==> config.mk <==
export PLATFORM = sky130hd
export DESIGN_NAME = fabric_config_loader
export DESIGN_NICKNAME = d
export VERILOG_FILES = /design/src/rtl/fabric_config_loader.sv
export SDC_FILE = /design/constraint.sdc
export NUM_CORES = 1
export LEC_CHECK = 0
export BUFFER_PORTS_ARGS = -buffer_cell sky130_fd_sc_hd__clkbuf_2
export CORE_MARGIN = 2
export CORE_UTILIZATION = 40
export CTS_CLUSTER_DIAMETER = 40
export DETAILED_ROUTE_END_ITERATION = 6
export PLACE_DENSITY = 0.65
export SYNTH_ARGS = -nofsm -noshare
export SYNTH_HDL_FRONTEND = slang
export SYNTH_SLANG_ARGS = --single-unit
==> constraint.sdc <==
create_clock -name clock -period 3.6 [get_ports clock]
set_clock_uncertainty 0.1 [all_clocks]
set_input_delay 0.18 -clock clock [delete_from_list [all_inputs] [get_ports clock]]
set_output_delay 0.18 -clock clock [all_outputs]
set_load 0.1 [all_outputs]
==> src/rtl/fabric_config_loader.sv <==
// Loads the fabric configuration image from a ROM and broadcasts each word over a
// ready/valid config bus to every target that shares it, holding the fabric meanwhile.
module fabric_config_loader #(
   parameter int DATA_W    = 33,
   parameter int N_WORDS   = 14,
   parameter int ADDR_W    = 4,
   parameter int N_TARGETS = 58,
   parameter int TGT_W     = 6
) (
   input  logic              clock,
   input  logic              clear,
   input  logic              start,
   output logic              rom_en,
   output logic [ADDR_W-1:0] rom_addr,
   input  logic [DATA_W-1:0] rom_data,
   output logic              cfg_valid,
   output logic [TGT_W-1:0]  cfg_target,
   output logic [DATA_W-1:0] cfg_data,
   input  logic              cfg_ready,
   output logic              busy,
   output logic              fabric_hold,
   output logic              done
);

   typedef enum logic [2:0] {IDLE, FETCH, READ, WRITE, DONE} state_t;

   localparam logic [ADDR_W-1:0] LAST_WORD = ADDR_W'(N_WORDS - 1);

   state_t              state, state_nx;
   logic [ADDR_W-1:0]   word;
   logic [TGT_W-1:0]    target;
   logic [DATA_W-1:0]   data_q;
   logic                last_tgt;

   // Word-to-target map: words 4..11 each feed a single lt LUT at 41..48.
   function automatic logic [TGT_W-1:0] first_target(input logic [ADDR_W-1:0] w);
      case (w)
         4'd0:    return TGT_W'(0);
         4'd1:    return TGT_W'(1);
         4'd2:    return TGT_W'(9);
         4'd3:    return TGT_W'(33);
         4'd12:   return TGT_W'(49);
         4'd13:   return TGT_W'(54);
         default: return TGT_W'(w) + TGT_W'(37);
      endcase
   endfunction

   function automatic logic [TGT_W-1:0] last_target(input logic [ADDR_W-1:0] w);
      case (w)
         4'd0:    return TGT_W'(0);
         4'd1:    return TGT_W'(8);
         4'd2:    return TGT_W'(32);
         4'd3:    return TGT_W'(40);
         4'd12:   return TGT_W'(53);
         4'd13:   return TGT_W'(N_TARGETS - 1);
         default: return TGT_W'(w) + TGT_W'(37);
      endcase
   endfunction

   assign last_tgt = (target == last_target(word));

   // NOTE: state is held in flops updated only with non-blocking assignments, so every
   // flop samples the pre-edge values; the async clear forces IDLE without a clock.
   always_ff @(posedge clock or negedge clear) begin
      if (!clear) state <= IDLE;
      else        state <= state_nx;
   end

   // NOTE: state_nx gets a default before the case so no path leaves it unassigned,
   // which would otherwise infer a latch.
   always_comb begin
      state_nx = state;
      case (state)
         IDLE, DONE: if (start) state_nx = FETCH;
         FETCH:      state_nx = READ;
         READ:       state_nx = WRITE;
         WRITE: begin
            if (cfg_ready && last_tgt)
               state_nx = (word == LAST_WORD) ? DONE : FETCH;
         end
         default:    state_nx = IDLE;
      endcase
   end

   // Word/target counters and the latched config word.
   always_ff @(posedge clock or negedge clear) begin
      if (!clear) begin
         word   <= '0;
         target <= '0;
         data_q <= '0;
      end else begin
         case (state)
            IDLE, DONE: if (start) word <= '0;
            READ: begin
               data_q <= rom_data;
               target <= first_target(word);
            end
            WRITE: begin
               if (cfg_ready) begin
                  if (!last_tgt)               target <= target + 1'b1;
                  else if (word != LAST_WORD)  word   <= word + 1'b1;
               end
            end
            default: ;
         endcase
      end
   end

   always_comb begin
      rom_en    = 1'b0;
      cfg_valid = 1'b0;
      busy      = 1'b0;
      done      = 1'b0;
      case (state)
         FETCH: begin
            rom_en = 1'b1;
            busy   = 1'b1;
         end
         READ:  busy = 1'b1;
         WRITE: begin
            cfg_valid = 1'b1;
            busy      = 1'b1;
         end
         DONE:  done = 1'b1;
         default: ;
      endcase
   end

   assign rom_addr    = word;
   assign cfg_target  = target;
   assign cfg_data    = data_q;
   assign fabric_hold = busy;

endmodule

# After elaboration in Yosys (flattened, before gate mapping)
# Cells that the tools add are included.
dict set report word_totals {
  reg_bits 46
  in_bits 37
  out_inout_bits 48
  wordCells 52
}
dict set report classes {
  n_addsub 3
  n_eq_ne 17
  n_mux 18
  n_reduce_logical 10
}
# op n
set op_table {}
lappend op_table {{$pmux W6 S6} 2}
lappend op_table {{$mux W4} 4}
lappend op_table {{$mux W6} 2}
lappend op_table {{$ne A2 B2 Y1 const B} 6}
lappend op_table {{$pmux W3 S4} 1}
lappend op_table {{$pmux W6 S2} 1}
lappend op_table {{$mux W3} 3}
lappend op_table {{$eq A4 B2 Y1 const B} 2}
lappend op_table {{$eq A4 B4 Y1 const B} 2}
lappend op_table {{$pmux W4 S2} 1}
lappend op_table {{$add A4 B6 Y6 const B} 1}
lappend op_table {{$add A6 B1 Y6 const B} 1}
lappend op_table {{$eq A3 B2 Y1 const B} 2}
lappend op_table {{$eq A6 B6 Y1} 1}
lappend op_table {{$reduce_and A5 Y1} 1}
lappend op_table {{$add A4 B1 Y4 const B} 1}
lappend op_table {{$eq A4 B1 Y1 const B} 1}
lappend op_table {{$logic_not A4 Y1} 1}
lappend op_table {{$mux W1} 4}
lappend op_table {{$ne A4 B4 Y1 const B} 1}
lappend op_table {{$reduce_bool A2 Y1} 2}
lappend op_table {{$eq A3 B1 Y1 const B} 1}
lappend op_table {{$eq A3 B3 Y1 const B} 1}
lappend op_table {{$logic_not A3 Y1} 1}
lappend op_table {{5 further kinds} 5}

# Logic depth before layout (Yosys ltp)
# Gate-level depths: netlist (run 1).
dict set report logic_depth {
  ltp_word 6
  depth_mapped 10
}

# Worst setup path after synthesis (run 1)
# Ideal clock, no wire load.
dict set report synth_path {
  path_kind {reg-to-reg}
  startpoint {register word[0] (netlist: rom_addr[0])}
  endpoint {register target[0] (netlist: cfg_target[0])}
  setup_time_ps 126
  arrival_time_ps 3492
  t_required_ps 3374
  path_slack_ps -118
  path_stages_with_launch 11
  path_buffers 1
  path_cell_list {dfrtp_1 buf_4 inv_1 ha_1 or4_4 a21oi_2 mux2i_1 a2111oi_4 a21boi_2 mux2_4 a221o_1}
}
dict set report synth_via {
  elab_chain_cells 5
  word_cells_on_any_way 13
  classes_between {1 x add/sub; 7 x eq/ne; 3 x mux; 2 x reduce/logical}
}
# item line_no
set synth_lines {}
lappend synth_lines {{start: declaration} 30} ;# logic [ADDR_W-1:0] word;
lappend synth_lines {{start signal: assignment} 101} ;# else if (word != LAST_WORD) word <= word + 1'b1;
lappend synth_lines {{$add A4 B6 Y6, or another cell as far along} {44, 56}}
lappend synth_lines {{$pmux W6 S6} 49} ;# case (w)
lappend synth_lines {{$eq A6 B6 Y1} 60} ;# assign last_tgt = (target == last_target(word));
lappend synth_lines {{$ne A2 B2 Y1 (no source line)} n/a}
lappend synth_lines {{$reduce_and A3 Y1 (no source line)} n/a}
lappend synth_lines {{end signal: assignment} 96} ;# target <= first_target(word);
lappend synth_lines {{end signal: assignment} 100} ;# if (!last_tgt) target <= target + 1'b1;
lappend synth_lines {{end: declaration} 31} ;# logic [TGT_W-1:0] target;
# Several ways; a longest one is shown, not always the timed one.
# A chain may end at the register's enable or synchronous reset.

# Worst setup path after layout (run 1)
# Same ends and word-level chain as after synthesis.

==> metrics.md, run 1 <==
| Metric | Value |
|---|---|
| GPL Wtd Cong | 0.924 |
| Average wire per standard cell | 14.8 um |
| Max frequency | 312 MHz |
| Overall die width | roughly 83 um |
| Slew Viols, Final | 0 |
| Synth Flop Type | dfrtp_1 |
| Crit path capture type | flip-flop |
| Initial DRC count | 89 |
| Max-Cap Viols | 0 |
| Final setup viols | 0 |
| Final Hold Vio Count | 0 |
| Setup TNS | 0 ps |
| Period utilization | 88.9% |
| Synth Cell Area | 0.00247 sq mm |
| Total GRT Usage | about 18% |
| Full die area | 0.00683 sq mm |
| WL final | 5.64 mm |
| Skew-Pair Late Insertion Delay | about 290 ps |
| DRC viols | 0 |
| Grt ovf | 0 |
| Crit path required time | 3680 ps |
| Crit path arrival time | 3280 ps |
| Leading area contributor after synthesis | dfrtp_1 |
| Seq cells post-synth | 46 |
| Seq/Total Area, Yosys | 46.5% |
| Final core utilization | 52.1% |
| DR vias | 2,016 |
| Synth unique cells | 52 |
| IO Pins | between 80 and 90 |
| Critical Path Slowest Stage Cell | or4_2 |
| Crit path cell chain | inv_1 -> ha_1 -> or4_2 -> o221ai_1 -> xor2_1 -> nor2_1 -> a21boi_2 -> mux2_4 -> a221o_1 |
| Die Ht | around 83 um |
| Detailed Routing Iterations Pass 1 | 4 |
| Clk slew on worst S/H paths | 90 ps |
| IO buf count | 84 |
| CTS buffer count | 5 |
| Synth-to-layout area growth | 25.3% |
| Synth area leaders | dfrtp_1 (47%), mux2_2 (15%), ha_1 (2.5%) |
| Max incr delay on CP | 680 ps |
| Post-synth ARST share | 100% |
| Syn_nets | 262 |
| Clock root buffer | clkbuf_8 |
| FF-to-FF setup slack | between 300 and 400 ps |
| Avg Inst Size Synth | 11.2 sq um |
| Number of flops mapped to enable cells by yosys | 0 |
| Vias in the first global route | 1,969 |
| Total setup buffers inserted after CTS | 0 |
| Nets | 348 |
| Routed Antenna Nets | 0 |
| Initial core utilization | 41.6% |
| Dpl cell area | 0.00295 sq mm |
| Cells after Synth | 220 |
| Sink Count | 46 |
| Fin area | around 0.0031 sq mm |
| Core Area | 0.00596 sq mm |
| Hold crit path type | in -> reg |
| CTS max path bufs | 2 |
| H-tree depth | 2 |
| Via density | 5.28 |
| Layout cells sized above 1 | ~48% |
| WS Path Type | reg -> reg |
| Cell row count | 28 |
| Initial antenna violation count | 0 |
| Min Hold Slack | ~10 ps |
| Startpoint types | flip-flop |
| Yosys warns | 0 |
| Synth cell count leaders | dfrtp_1 (46), mux2_2 (34), nand2_1 (16) |
| Worst slew pin tran | 733 ps |
| Most frequent cell after synthesis | dfrtp_1 |
| Final Critical Period | 3200 ps |
| Largest net degree at the start of global routing | 38 |
| CTS tree | done |
| Crit-path max FO | 12 |
| Status | finished, final reports clean |
| Post-DP HPWL | 4.08 mm |
| RSZ-0062 raised after global routing | no |
| First-pass GRT wire length | 9.40 mm |
| Top cell type's share of synthesized area | 46.5% |
| Slew Limit Headroom | between 50% and 60% |
| Diodes inserted | 0 |
## placed cells by master (no fill, tap or decap), types with 2 or more instances in the layout
master / count
clkbuf_2: 84
dfrtp_1: 44
mux2_2: 34
nand2_1: 16
nor2_1: 9
o21ai_0: 9
nand3_1: 9
inv_1: 8
a21oi_1: 7
nand2b_1: 5
mux2i_1: 5
ha_1: 5
clkbuf_8: 5
o22ai_1: 4
dlygate4sd3_1: 4
buf_4: 4
o221ai_1: 3
xor2_1: 3
nand4_1: 3
xnor2_1: 2
a21oi_2: 2
a21boi_0: 2
o211ai_1: 2
and3_1: 2
a22oi_1: 2
mux2_4: 2
a31o_2: 2
dfrtp_2: 2
## logic make-up (layout without fill, tap and decap cells)
| family | count (synthesis) | count (layout) | share of synthesized area, % |
|---|---|---|---|
| fa+ha+maj | 5 | 5 | 2.53 |
| xor+xnor | 5 | 5 | 1.77 |
| mux | 41 | 41 | 18.7 |
| buf+inv | 21 | 108 | 4.45 |
| simple gates | 55 | 55 | 11.7 |
| flops | 46 | 46 | 46.5 |
| compound gates | 47 | 47 | 14.4 |
## cell type report
class	instances	area [sq um]
Tap cell	75	93.8
Multi-Input combinational cell	153	1220
Sequential cell	46	1150
Fill cell	549	2850
Clock buffer	5	68.8
Timing Repair Buffer	92	490
Inverter	8	30.0
Clock inverter	3	43.8
## final timing paths
kind / from / to / cells after the start
worst max-delay path: rom_addr[0] / cfg_target[0] / 9
worst min-delay path: rom_data[4] / cfg_data[4] / 2
worst max register to register: rom_addr[0] / cfg_target[0] / 9
worst min register to register: cfg_data[21] / cfg_data[21] / 1
max in group asynchronous: clear / cfg_data[32] / 3
min in group asynchronous: clear / cfg_data[7] / 2
## state kept, by name, indices dropped and copies added (netlist names)
| signal | flops |
|---|---|
| state | 3 |
| cfg_data | 33 |
| cfg_target | 6 |
| rom_addr | 4 |
## through the flow
stage	std cells	worst slack, ps
floorplan	220	187
global placement	370	499
detailed placement	370	409
CTS	382	397
global route	382	177
finish	382	398
## metal layers
metal | wire length [um] | global-route usage (%) | share of wire, %
met3 | 452 | 5.22 | 8.0
met1 | 2490 | 24.9 | 44
met5 | 0 | 0 | 0
met4 | 42 | 4.59 | 0.74
met2 | 2660 | 27.3 | 47
## what timing repair did
item / CTS / global route
endpoints found under the hold margin: 27 / 0
hold buffers: 4 / 0
gates resized for setup: 0 / 0
## critical path: cells and delay by family, from the launching register on
kind,cells,cell delay [ps]
AOI/OAI and AO/OA,3,810
buffers and inverters,1,110
adders and majority gates,1,290
muxes,1,330
DFF,1,490
and+or+nand+nor,2,790
xor gates and xnor gates,1,170
Power of run 1 is not shown: default switching activity piles up to over one toggle a cycle in this logic, so the estimate is an artifact.
==> run 2, diff against run 1 <==
--- a/config.mk
+++ b/config.mk
@@ -10,7 +10,9 @@
 export CORE_UTILIZATION = 40
 export CTS_CLUSTER_DIAMETER = 40
 export DETAILED_ROUTE_END_ITERATION = 6
+export GPL_ROUTABILITY_DRIVEN = 0
 export PLACE_DENSITY = 0.65
+export REMOVE_ABC_BUFFERS = 1
 export SYNTH_ARGS = -nofsm -noshare
 export SYNTH_HDL_FRONTEND = slang
 export SYNTH_SLANG_ARGS = --single-unit
==> metrics.md, run 2 (synthesis gave the netlist of run 1 again) <==
| Metric | Value |
|---|---|
| Initial DRC count | 215 |
| Reg2reg end | rom_addr[1] |
| WL final | 5.82 mm |
| Post-DP HPWL | 4.30 mm |
| First-pass GRT wire length | about 9.4 mm |
| DR vias | 2,060 |
| Period utilization | between 90% and 100% |
| Commonest non-fill, non-tap cell in the layout | clkbuf_2 |
| IO buf count | between 80 and 90 |
| CTS max path bufs | 2 |
| Sink Count | 46 |
| Die Ht | 82.7 um |
| Max-Cap Viols | 0 |
| Synth-to-layout area growth | 27.0% |
| CTS tree | done |
| Slew Viols, Final | 0 |
| Final Hold Vio Count | 0 |
| FF-to-FF setup slack | roughly 300 ps |
| Most frequent cells in the layout | clkbuf_2 (84), dfrtp_1 (46), mux2_2 (34) |
| Max frequency | 303 MHz |
| Crit-path max FO | 12 |
| Full die area | 0.00683 sq mm |
| Worst slew pin tran | around 660 ps |
| Worst Setup SP | rom_addr[0] |
| Final setup viols | 0 |
| Skew-Pair Late Insertion Delay | 300 ps |
| Layout cells sized above 1 | 46.2% |
| H-tree depth | 2 |
| RSZ-0062 raised after global routing | no |
| Via density | 5.30 |
| Post-CTS sizing | 0 |
| Status | finished, final reports clean |
| Core Area | 0.00596 sq mm |
| Max FFs per register | 33 |
| IO Pins | 85 |
| Cell row count | 28 |
| Nets | 355 |
| Clk slew on worst S/H paths | around 90 ps |
| Crit path required time | ~3700 ps |
| Detailed Routing Iterations Pass 1 | 4 |
| Initial antenna violation count | 0 |
| Largest net degree at the start of global routing | 30 |
| Total setup buffers inserted after CTS | 0 |
| Register-to-Register Path Depth | 9 |
| Startpoint types | flip-flop |
| Overall die width | 82.7 um |
| Hold_buf cts | 8 |
| Final core utilization | roughly 53% |
| Initial core utilization | 41.6% |
| WS Path Type | reg -> reg |
| Worst r2r src | rom_addr[0] |
| Routed Antenna Nets | 0 |
| Hold crit path type | in -> reg |
| Slew Limit Headroom | a little under three fifths |
| Vias in the first global route | 1,867 |
| Min Hold Slack | approximately 9.1 ps |
| Average wire per standard cell | between 10 and 15 um |
| Worst setup endpoint | rom_addr[1] |
| Grt ovf | 0 |
| DRC viols | 0 |
| Crit path arrival time | roughly 3400 ps |
| Clock root buffer | clkbuf_8 |
| CTS buffer count | 5 |
| Final Critical Period | 3300 ps |
| Total GRT Usage | 17.8% |
| Crit path capture type | flip-flop |
| Diodes inserted | 0 |
## run 2: changes by cell type in the layout (fill, tap and decap cells not counted), sizes merged
cell and delta:
clkinv +1, dlygate4sd3 +7, bufinv -1
## run 2: per-layer routing
metal	vias to the layer above	share of wire (%)	global-route usage [%]
met5	-	0	0
met4	0	2.0	6.89
met3	11	4.4	1.74
met2	59	50	27.3
met1	996	44	25.8
li1	994	-	-
## run 2: per-stage QoR
stage / instances / TNS (ps) / worst slack (ps) / cell area, sq um
after detailed placement: 370 / 0 / 323 / 2950
after floorplan: 207 / -656 / -184 / 2390
after global placement: 370 / 0 / 389 / 2950
after CTS: 386 / 0 / 297 / 3110
after global routing: 389 / 0 / 70.0 / 3140
final: 389 / 0 / 296 / 3140
## run 2: worst min-delay path by stage
stage	start	endpoint	slack, ps	cells past startpoint
after CTS	rom_data[2]	cfg_data[2]	0.2	2
final	rom_data[5]	cfg_data[5]	9	2
after global placement	clear	cfg_data[8]	100	1
after global routing	rom_data[24]	cfg_data[24]	2	2
after floorplan	clear	cfg_data[0]	-220	0
after detailed placement	clear	cfg_data[8]	110	1
## run 2: area by class of cell
type,count,area (sq um)
Clock buffer,5,68.8
Clock inverter,3,18.8
Fill cell,554,2810
Inverter,8,30.0
Multi-Input combinational cell,153,1220
Sequential cell,46,1150
Tap cell,75,93.8
Timing Repair Buffer,99,561
## run 2: critical path, cell delays in order, from the launching register on
cell       delay [ps]
dfrtp_1           570
inv_1             130
ha_1              310
or4_4             560
a21oi_2           160
mux2i_1           120
a2111oi_4         470
nand4_1           250
nand2b_4          220
mux2_4            300
Power of run 2 is left out for the same reason.
